$ cat config.mk
export PLATFORM = sky130hd
export DESIGN_NAME = snoop_bus_responder
export DESIGN_NICKNAME = d
export VERILOG_FILES = /design/src/rtl/snoop_bus_pkg.sv /design/src/rtl/snoop_bus_arbiter.sv /design/src/rtl/snoop_bus_responder.sv
export SDC_FILE = /design/constraint.sdc
export NUM_CORES = 1
export LEC_CHECK = 0
export BUFFER_PORTS_ARGS = -buffer_cell sky130_fd_sc_hd__clkbuf_2
export CORE_UTILIZATION = 47
export CTS_BUF_LIST = sky130_fd_sc_hd__clkbuf_2 sky130_fd_sc_hd__clkbuf_4 sky130_fd_sc_hd__clkbuf_8
export DETAILED_ROUTE_END_ITERATION = 10
export PLACE_DENSITY = 0.65
export SETUP_SLACK_MARGIN = 0.02
export SLEW_MARGIN = 20
export SYNTH_ARGS = -nofsm -noshare
export SYNTH_HDL_FRONTEND = slang
export SYNTH_HIERARCHICAL = 1
export SYNTH_SLANG_ARGS = --single-unit
$ cat constraint.sdc
create_clock -name clock -period 2.8 [get_ports clock]
set_clock_uncertainty 0.05 [all_clocks]
set_input_delay 0 -clock clock [delete_from_list [all_inputs] [get_ports clock]]
set_output_delay 0 -clock clock [all_outputs]
set_load 0.03 [all_outputs]
$ cat src/rtl/snoop_bus_pkg.sv
// Shared types and constants for the snooping MESI bus responder:
// request-type codes, responder FSM encoding and default geometry.
package snoop_bus_pkg;

  localparam int DEF_N_PROC = 3;
  localparam int DEF_ADDR_W = 5;
  localparam int DEF_DATA_W = 8;

  localparam logic [1:0] REQ_RD_MISS = 2'd0;
  localparam logic [1:0] REQ_WR_MISS = 2'd1;
  localparam logic [1:0] REQ_INV     = 2'd2;
  localparam logic [1:0] REQ_RSV     = 2'd3;

  typedef enum logic [2:0] {
    ST_IDLE    = 3'd0,
    ST_SNOOP   = 3'd1,
    ST_COLLECT = 3'd2,
    ST_WB      = 3'd3,
    ST_MEM     = 3'd4,
    ST_RESP    = 3'd5
  } bus_state_e;

  // Width of a processor index; never zero so a single-processor bus still elaborates.
  function automatic int idx_w(input int n);
    return (n > 1) ? $clog2(n) : 1;
  endfunction

endpackage

$ cat src/rtl/snoop_bus_arbiter.sv
// Bus arbiter: one-hot winner plus its index. With SNOOP_RR_ARB_EN defined the
// search starts at ptr and next_ptr is winner+1 mod N_PROC; otherwise lowest index wins.
module snoop_bus_arbiter
  import snoop_bus_pkg::*;
#(
  parameter  int N_PROC = DEF_N_PROC,
  localparam int IDX_W  = idx_w(N_PROC)
) (
  input  logic [N_PROC-1:0] req,
`ifdef SNOOP_RR_ARB_EN
  input  logic [IDX_W-1:0]  ptr,
  output logic [IDX_W-1:0]  next_ptr,
`endif
  output logic [N_PROC-1:0] winner,
  output logic [IDX_W-1:0]  winner_idx,
  output logic              any_req
);

`ifdef SNOOP_RR_ARB_EN
  int   cand;
  logic found;

  always_comb begin
    cand       = 0;
    found      = 1'b0;
    winner_idx = '0;
    any_req    = |req;
    for (int i = 0; i < N_PROC; i++) begin
      cand = (int'(ptr) + i) % N_PROC;
      if (!found && req[cand]) begin
        found      = 1'b1;
        winner_idx = IDX_W'(cand);
      end
    end
    next_ptr = (int'(winner_idx) == N_PROC - 1) ? '0 : winner_idx + 1'b1;
    winner   = any_req ? (N_PROC'(1) << winner_idx) : '0;
  end
`else
  always_comb begin
    winner_idx = '0;
    any_req    = |req;
    for (int i = N_PROC - 1; i >= 0; i--) begin
      if (req[i]) begin
        winner_idx = IDX_W'(i);
      end
    end
    winner = any_req ? (N_PROC'(1) << winner_idx) : '0;
  end
`endif

endmodule

$ cat src/rtl/snoop_bus_responder.sv
// Memory-side responder of the snooping MESI bus: arbitrates, broadcasts, absorbs
// M-state writebacks, owns shared memory. Arbitration policy selected by SNOOP_RR_ARB_EN.
module snoop_bus_responder
  import snoop_bus_pkg::*;
#(
  parameter int N_PROC = DEF_N_PROC,
  parameter int ADDR_W = DEF_ADDR_W,
  parameter int DATA_W = DEF_DATA_W
) (
  input  logic                     clock,
  input  logic                     reset,
  input  logic [N_PROC-1:0]        req,
  input  logic [2*N_PROC-1:0]      req_type,
  input  logic [ADDR_W*N_PROC-1:0] req_addr,
  input  logic [DATA_W*N_PROC-1:0] req_data,
  output logic [N_PROC-1:0]        grant,
  output logic                     snoop_valid,
  output logic [1:0]               snoop_type,
  output logic [ADDR_W-1:0]        snoop_addr,
  input  logic [N_PROC-1:0]        snoop_share,
  input  logic [N_PROC-1:0]        snoop_abort,
  input  logic [DATA_W*N_PROC-1:0] snoop_wb_data,
  output logic                     resp_valid,
  output logic [DATA_W-1:0]        resp_data,
  output logic                     resp_share
);

  localparam int IDX_W = idx_w(N_PROC);
  localparam int DEPTH = 1 << ADDR_W;

  logic [1:0]        type_arr  [N_PROC];
  logic [ADDR_W-1:0] addr_arr  [N_PROC];
  logic [DATA_W-1:0] wdata_arr [N_PROC];
  logic [DATA_W-1:0] wb_arr    [N_PROC];

  for (genvar gi = 0; gi < N_PROC; gi++) begin : g_unpack
    assign type_arr[gi]  = req_type[2*gi +: 2];
    assign addr_arr[gi]  = req_addr[ADDR_W*gi +: ADDR_W];
    assign wdata_arr[gi] = req_data[DATA_W*gi +: DATA_W];
    assign wb_arr[gi]    = snoop_wb_data[DATA_W*gi +: DATA_W];
  end

  bus_state_e        state_q, state_d;
  logic [N_PROC-1:0] grant_q, grant_d;
  logic [1:0]        type_q, type_d;
  logic [ADDR_W-1:0] addr_q, addr_d;
  logic [DATA_W-1:0] wdata_q, wdata_d;
  logic              share_q, share_d;
  logic [IDX_W-1:0]  aborter_q, aborter_d;
  logic [DATA_W-1:0] data_q;
  logic [DATA_W-1:0] mem [DEPTH];

  logic [N_PROC-1:0] arb_winner;
  logic [IDX_W-1:0]  arb_idx;
  logic              arb_any;
`ifdef SNOOP_RR_ARB_EN
  logic [IDX_W-1:0]  ptr_q, ptr_d;
  logic [IDX_W-1:0]  arb_next_ptr;
`endif

  snoop_bus_arbiter #(
    .N_PROC(N_PROC)
  ) u_arbiter (
    .req        (req),
`ifdef SNOOP_RR_ARB_EN
    .ptr        (ptr_q),
    .next_ptr   (arb_next_ptr),
`endif
    .winner     (arb_winner),
    .winner_idx (arb_idx),
    .any_req    (arb_any)
  );

  // The requester never snoops its own request, so its response bits are ignored.
  logic [N_PROC-1:0] share_masked, abort_masked;
  logic [IDX_W-1:0]  abort_idx;

  assign share_masked = snoop_share & ~grant_q;
  assign abort_masked = snoop_abort & ~grant_q;

  always_comb begin
    abort_idx = '0;
    for (int i = N_PROC - 1; i >= 0; i--) begin
      if (abort_masked[i]) begin
        abort_idx = IDX_W'(i);
      end
    end
  end

  always_comb begin
    state_d   = state_q;
    grant_d   = grant_q;
    type_d    = type_q;
    addr_d    = addr_q;
    wdata_d   = wdata_q;
    share_d   = share_q;
    aborter_d = aborter_q;
`ifdef SNOOP_RR_ARB_EN
    ptr_d     = ptr_q;
`endif
    unique case (state_q)
      ST_IDLE: begin
        if (arb_any) begin
          grant_d = arb_winner;
          type_d  = type_arr[arb_idx];
          addr_d  = addr_arr[arb_idx];
          wdata_d = wdata_arr[arb_idx];
`ifdef SNOOP_RR_ARB_EN
          ptr_d   = arb_next_ptr;
`endif
          state_d = ST_SNOOP;
        end
      end
      ST_SNOOP: state_d = ST_COLLECT;
      ST_COLLECT: begin
        share_d = |share_masked;
        if (|abort_masked) begin
          aborter_d = abort_idx;
          state_d   = ST_WB;
        end else begin
          state_d = ST_MEM;
        end
      end
      ST_WB:   state_d = ST_MEM;
      ST_MEM:  state_d = ST_RESP;
      ST_RESP: begin
        grant_d = '0;
        state_d = ST_IDLE;
      end
      default: begin
        grant_d = '0;
        state_d = ST_IDLE;
      end
    endcase
  end

  always_ff @(posedge clock) begin
    if (reset) begin
      state_q   <= ST_IDLE;
      grant_q   <= '0;
      type_q    <= '0;
      addr_q    <= '0;
      wdata_q   <= '0;
      share_q   <= 1'b0;
      aborter_q <= '0;
`ifdef SNOOP_RR_ARB_EN
      ptr_q     <= '0;
`endif
    end else begin
      state_q   <= state_d;
      grant_q   <= grant_d;
      type_q    <= type_d;
      addr_q    <= addr_d;
      wdata_q   <= wdata_d;
      share_q   <= share_d;
      aborter_q <= aborter_d;
`ifdef SNOOP_RR_ARB_EN
      ptr_q     <= ptr_d;
`endif
    end
  end

  // WB and MEM are distinct cycles, so a read miss after an abort sees the writeback.
  logic              mem_we;
  logic [DATA_W-1:0] mem_wdata;

  always_comb begin
    mem_we    = 1'b0;
    mem_wdata = wdata_q;
    if (!reset) begin
      if (state_q == ST_WB) begin
        mem_we    = 1'b1;
        mem_wdata = wb_arr[aborter_q];
      end else if (state_q == ST_MEM && type_q == REQ_WR_MISS) begin
        mem_we = 1'b1;
      end
    end
  end

  always_ff @(posedge clock) begin
    if (mem_we) begin
      mem[addr_q] <= mem_wdata;
    end
    if (state_q == ST_MEM && type_q == REQ_RD_MISS) begin
      data_q <= mem[addr_q];
    end
  end

  assign grant       = grant_q;
  assign snoop_valid = (state_q == ST_SNOOP);
  assign snoop_type  = type_q;
  assign snoop_addr  = addr_q;
  assign resp_valid  = (state_q == ST_RESP);
  assign resp_data   = (resp_valid && type_q == REQ_RD_MISS) ? data_q : '0;
  assign resp_share  = resp_valid && (type_q == REQ_RD_MISS) && share_q;

endmodule

==> results.toml, run 1 <==
[synth]
synth_area_leader_cell = "edfxtp_1"
ys_seq_area_frac = 0.690
ys_ff_latch = 288
synth_nets = 891
synth_top_cell_area_share = 0.651
synth_area_leaders = "edfxtp_1 65%, mux2i_1 12%, dfxtp_1 3.9%"
yosysUniqueCellTypes = 49
async_flop_share = 0
ys.flop_type = "edfxtp_1"
synth_area_mm2 = 0.0122
synth_edf_count = 264
netlist_instances = 811
yosysWarnings = 6
syn_avg_cell_area_um2 = 15.0

[clock_network]
cts_sinks = 288
worst_skew_pair.late_latency_ps = 550
h-tree-depth = 2
cts_buffer_depth = 3
cts_buffers = 45
clk_pin_slew_worst_paths_ps = 70
cts_tree = "built"
cts_root_buf = "clkbuf_8"

[drt]
wl_per_cell_um = 21.7
ant_nets = 0
drc_errors = 0
avgViaCountPerCell = 5.62
vias = 7800
drt_iter0_markers = 654
drtPass1Iterations = 5
wl_um = 30100

[finish]
regArea_mm2 = 0.00841
multi_input_area_mm2 = 0.00343
fill_cells = 1986
final_util = 0.584
areaGrowthSynthToFinish_pct = 21.5
drive_gt1_frac = 0.251
layout.nets = 1108

[timing]
setup_viol = 0
max_freq_mhz = 383
rsz0062_at_grt = "no"
max_slew_margin = 0.446
tightest_slew_ps = 829
maxSlewViolCount = 0
hold_viol = 0
finalCriticalPeriod_ps = 2610
setup_tns_ps = 0
fin_crit_sh = 0.933

[setup_path]
critPathCapture = "data_q[2]"
cp_top_family = "simple AND/OR/NAND/NOR gates"
critPathLaunch = "snoop_addr[1]"
crit_buf_inv = 1
crit_type = "reg -> reg"
max_stage_delay_ps = 750
cp_slowest_cell = "dfxtp_4"
r2r_setup_slack_ps = 190
r2r_start = "snoop_addr[1]"
path_depth = 5
path_cells = "buf_12, mux2i_1, o22ai_1, nor4_1, nand2_1"
r2r-end = "data_q[2]"
arrival_ps = 2830
r2r_cells = 5
endpoint_kind = "flop"
cp_max_fo = 34
cp_data_required_time_ps = 3010
startpoint_type = "flop"

[grt]
grt_use_total = 0.234
grt_pass1_wl_um = 45600
grt_pass1_vias = 7751
antenna_found_initial = 0
grt_max_degree = 35
grt.overflow.total = 0

[placed_design]
place_congestion = 0.820
place_hpwl_um = 19300
port_buffers = 100

[run]
maxCapViolCount = 0

[floorplan]
coreArea_mm2 = 0.0253
ios = 101
die_area_mm2 = 0.0266
dieHeight_um = 163
rows = 58
start_util = 0.481
die_x_um = 163

[pwr]
irDropWorstVdd_mv = 0.435
power_density_mw_per_mm2 = 684
leakage_nw = 5.21

[status]
outcome = "complete, no violations"

[min_path]
hp-class = "in -> reg"
==> report_power, final <==
| part | leakage (nW) | internal [mW] | switching [mW] |
|---|---|---|---|
| registers | 2.61 | 4.95 | 0.119 |
| clock network | 0.448 | 1.87 | 1.52 |
| logic | 2.16 | 0.679 | 0.983 |
| total | 5.21 | 7.50 | 2.63 |
==> repair_timing <==
action	4_1_cts	5_1_grt
endpoints found under the hold margin	24	0
buffers inserted	0	0
hold buffers	57	0
endpoints found under the setup margin	0	1
resized for setup	0	1
==> layer usage <==
metal	routed length (um)	track usage	vias to the layer above
met1	13000	0.314	3910
met4	716	0.0701	0
met3	1640	0.0413	55
li1	-	-	3627
met5	0	0	-
met2	14800	0.388	208
==> how the worst min path moves through the flow <==
stage,from,to,slack (ps),cells past startpoint
2_1_floorplan,snoop_abort[1],aborter_q[0],120,2
3_3_place_gp,req_data[11],wdata_q[3],270,3
3_5_place_dp,req_data[11],wdata_q[3],280,3
4_1_cts,req[2],grant[1],20,5
5_1_grt,snoop_wb_data[20],mem[10][4],70,3
6_report,req[2],grant[1],40,5
==> layout make-up <==
| type | count | share of cell area |
|---|---|---|
| antenna | 1 | 0.000169 |
| inverter | 3 | 0.000761 |
| clock inverter | 15 | 0.00761 |
| clock buffer | 60 | 0.0495 |
| multi-input combinational | 458 | 0.232 |
| timing repair buffer | 232 | 0.114 |
| tap | 330 | 0.0279 |
| sequential | 288 | 0.568 |
==> state kept, by name, indices dropped and copies added (netlist names) <==
signal      cells
state_q         3
mem           256
snoop_addr      5
grant           3
aborter_q       2
share_q         1
wdata_q         8
data_q          8
snoop_type      2
==> worst reg2reg max path, delay by kind of cell (launching register included) <==
kind                   cells  cell delay, ps
multiplexers               1             270
AO/OA/AOI/OAI              1             100
buffers and inverters      1             330
AND/OR/NAND/NOR            2             830
flip-flops                 1             750
==> cell usage in the layout, fill, tap and decap left out, types with 3 or more instances in the layout <==
master / n
a211oi_1: 17
a21oi_1: 27
a21oi_2: 5
a21oi_4: 3
a22oi_1: 3
and2_1: 10
buf_12: 4
buf_4: 70
clkbuf_2: 100
clkbuf_4: 15
clkbuf_8: 45
clkinv_1: 10
clkinv_2: 3
dfxtp_1: 23
dlygate4sd3_1: 57
edfxtp_1: 264
inv_1: 3
mux2i_1: 151
nand2_1: 19
nand2b_1: 9
nand4b_1: 3
nand4bb_1: 6
nor2_1: 52
nor2b_1: 5
nor3_1: 9
nor4_1: 35
nor4_2: 6
o21ai_0: 3
o22ai_1: 64
or2_1: 3
or4b_1: 3
==> cell families (layout without fill, tap and decap cells) <==
group,Yosys count,after routing,share of synthesized area
AND/OR/NAND/NOR,179,179,0.0854
buffers and inverters,65,310,0.0353
multiplexers,151,151,0.124
other,0,1,0
AO/OA/AOI/OAI,128,128,0.0649
flip-flops,288,288,0.690
==> synth_stat cells (all sizes together), types with 9 or more instances <==
| cell type | number |
|---|---|
| dfxtp | 24 |
| nor3 | 9 |
| and2 | 10 |
| nor4 | 41 |
| buf | 47 |
| edfxtp | 264 |
| nand2b | 9 |
| o22ai | 64 |
| nand2 | 19 |
| a211oi | 17 |
| mux2i | 151 |
| nor2 | 53 |
| a21oi | 35 |
| clkbuf | 14 |
==> stage by stage <==
step	area [um2]	power [mW]	setup slack [ps]	instances	hold slack (ps)
after floorplan	12200	6.20	269	811	119
after global placement	13300	6.66	209	1253	275
after detailed placement	13400	6.70	191	1254	285
after CTS	14800	10.2	190	1386	16.2
after global routing	14800	10.5	55.1	1386	72.1
final	14800	10.1	188	1387	44.7
(Power assumes the default switching activity.)
==> run 2, diff against run 1 <==
==> constraint.sdc (replaced) <==
create_clock -name clock -period 3.1 [get_ports clock]
set_clock_uncertainty 0.05 [all_clocks]
set_input_delay 0 -clock clock [delete_from_list [all_inputs] [get_ports clock]]
set_output_delay 0 -clock clock [all_outputs]
set_load 0.03 [all_outputs]
==> run 2 against run 1 <==
  * Setup slack improved by 130 ps
  * Sequential power down 9.5%
  * Hold slack better by 80 ps
  * Power is 9.4% lower
  * Global-route usage is 2.3 points lower
==> results.toml, run 2 (synthesized netlist as in run 1, its figures left out) <==
[pwr]
p_comb_frac = 0.156
pwr-share-seq = 0.500
p_switching_mw = 2.38
leakage_nw = 5.07
irDropWorstVdd_mv = 0.341
switching_share = 0.259
power_density_mw_per_mm2 = 630
pwr-share-clk = 0.344
p_int_mw = 6.80

[run]
maxCapViolCount = 0

[timing]
max_slew_margin = 0.380
tightest_slew_ps = 928
rsz0062_at_grt = "no"
setup_tns_ps = 0
finalCriticalPeriod_ps = 2780
maxSlewViolCount = 0
setup_slack_ps = 322
hold_viol = 0
max_freq_mhz = 360
setup_viol = 0
fin_crit_sh = 0.896

[setup_path]
cp_max_fo = 28
r2r-end = "data_q[5]"
cp_slowest_cell = "nor4_1"
endpoint_kind = "flop"
crit_buf_inv = 2
r2r_setup_slack_ps = 320
max_stage_delay_ps = 780
startpoint_type = "flop"
crit_type = "reg -> reg"
cp_top_family = "simple AND/OR/NAND/NOR gates"
path_cells = "buf_12, mux2i_1, o22ai_1, nor4_1, buf_4, nand2_1"
r2r_start = "snoop_addr[1]"
cp_data_required_time_ps = 3340
arrival_ps = 3020
r2r_cells = 6

[finish]
multi_input_area_mm2 = 0.00340
fill_cells = 2038
layout_commonest_cell = "edfxtp_1"
top_regs = "mem (256), data_q (8), wdata_q (8)"
drive_gt1_frac = 0.247
regArea_mm2 = 0.00841
antennaDiodeCount = 0
largest_register_ffs = 256
largest-register = "mem"
final_cell_mix = "264 x edfxtp_1, 151 x mux2i_1, 100 x clkbuf_2, 64 x o22ai_1, 55 x buf_4"
layout.nets = 1081
areaGrowthSynthToFinish_pct = 19.5

[grt]
grt_util_met2 = 0.350
antenna_found_initial = 0
grt_pass1_wl_um = 42100
grt_pass1_vias = 7546
grt.overflow.total = 0
busiest_layer = "met2"
grt_max_degree = 33
grt_use_total = 0.211
grt_use_met3 = 0.0341
grt_use_met1 = 0.282

[clock_network]
cts_setup_buffers = 0
cts_buffers = 47
worst_skew_pair.late_latency_ps = 550
cts_buffer_depth = 3
h-tree-depth = 2
cts_resized = 0
cts_root_buf = "clkbuf_8"
cts_sinks = 288
cts_tree = "built"
clk_pin_slew_worst_paths_ps = 60

[drt]
wl_um = 27500
drc_errors = 0
ant_nets = 0
vias = 7511
drtPass1Iterations = 5
wl_per_cell_um = 20.2
drt_iter0_markers = 659
avgViaCountPerCell = 5.53

[floorplan]
dieHeight_um = 163
die_area_mm2 = 0.0266
coreArea_mm2 = 0.0253
ios = 101
die_x_um = 163
rows = 58
start_util = 0.481

[placed_design]
place_hpwl_um = 18200
dp_slack_ps = 433
port_buffers = 100
place_congestion = 0.838

[min_path]
hp-class = "in -> reg"
hp-start = "snoop_wb_data[17]"
hold_depth = 4
min_to = "mem[11][1]"

[status]
outcome = "complete, no violations"
==> run 2: cell count changes in the layout (fill, tap and decap cells not counted), sizes merged <==
cell / change
clkbuf: +2
buf: -15
clkinvlp: +1
clkinv: -3
dlygate4sd3: -14
diode: -1
inv: +1
==> run 2: worst max-delay path by stage <==
stage | start | to | cells past startpoint
finish | snoop_addr[1] | data_q[5] | 6
global route | snoop_addr[1] | data_q[5] | 6
CTS | snoop_addr[1] | data_q[5] | 6
detailed placement | snoop_addr[1] | data_q[5] | 6
global placement | snoop_addr[1] | data_q[5] | 6
floorplan | snoop_addr[1] | mem[18][0] | 5
==> run 2: final cells by class <==
| cell class | instances | share of cell area |
|---|---|---|
| well taps | 330 | 0.0284 |
| clock inverters | 14 | 0.00816 |
| flip-flops and latches | 288 | 0.578 |
| repair buffers | 203 | 0.0992 |
| inverters | 3 | 0.000773 |
| clock buffers | 62 | 0.0526 |
| multi-input cells | 458 | 0.233 |
==> run 2: timing repair <==
action	in CTS	in global routing
endpoints found under the setup margin	0	0
hold endpoints to repair	24	0
hold buffers	43	0
==> run 2: worst reg2reg max path, cell delays in order (launching register included) <==
cell     delay [ps]
dfxtp_4         690
buf_12          280
mux2i_1         320
o22ai_1         130
nor4_1          780
buf_4           230
nand2_1          50
==> run 2: power by group through the flow <==
stage / Combinational [mW] / Clock (mW) / Sequential (mW)
4_1_cts: 1.44 / 3.23 / 4.58
6_report: 1.43 / 3.16 / 4.59
2_1_floorplan: 0.969 / 0 / 4.63
3_3_place_gp: 1.37 / 0 / 4.66
5_1_grt: 1.54 / 3.39 / 4.60
3_5_place_dp: 1.38 / 0 / 4.66
==> run 2: per-layer routing <==
metal,part of all wire,routed length [um],up-vias
met4,0.024,667,0
met2,0.49,13600,159
met5,0,0,-
li1,-,-,3575
met1,0.44,12100,3723
met3,0.041,1120,54
==> run 2: per-stage QoR <==
step                      utilization  instances  instance area [um2]  hold WS (ps)  power (mW)
final                           0.575       1358                14600           125        9.18
after floorplan                     -        811                12200           119        5.60
after global placement          0.523       1239                13200           235        6.03
after CTS                       0.575       1358                14600           118        9.25
after detailed placement        0.523       1239                13200           248        6.05
after global routing            0.575       1358                14600           158        9.53
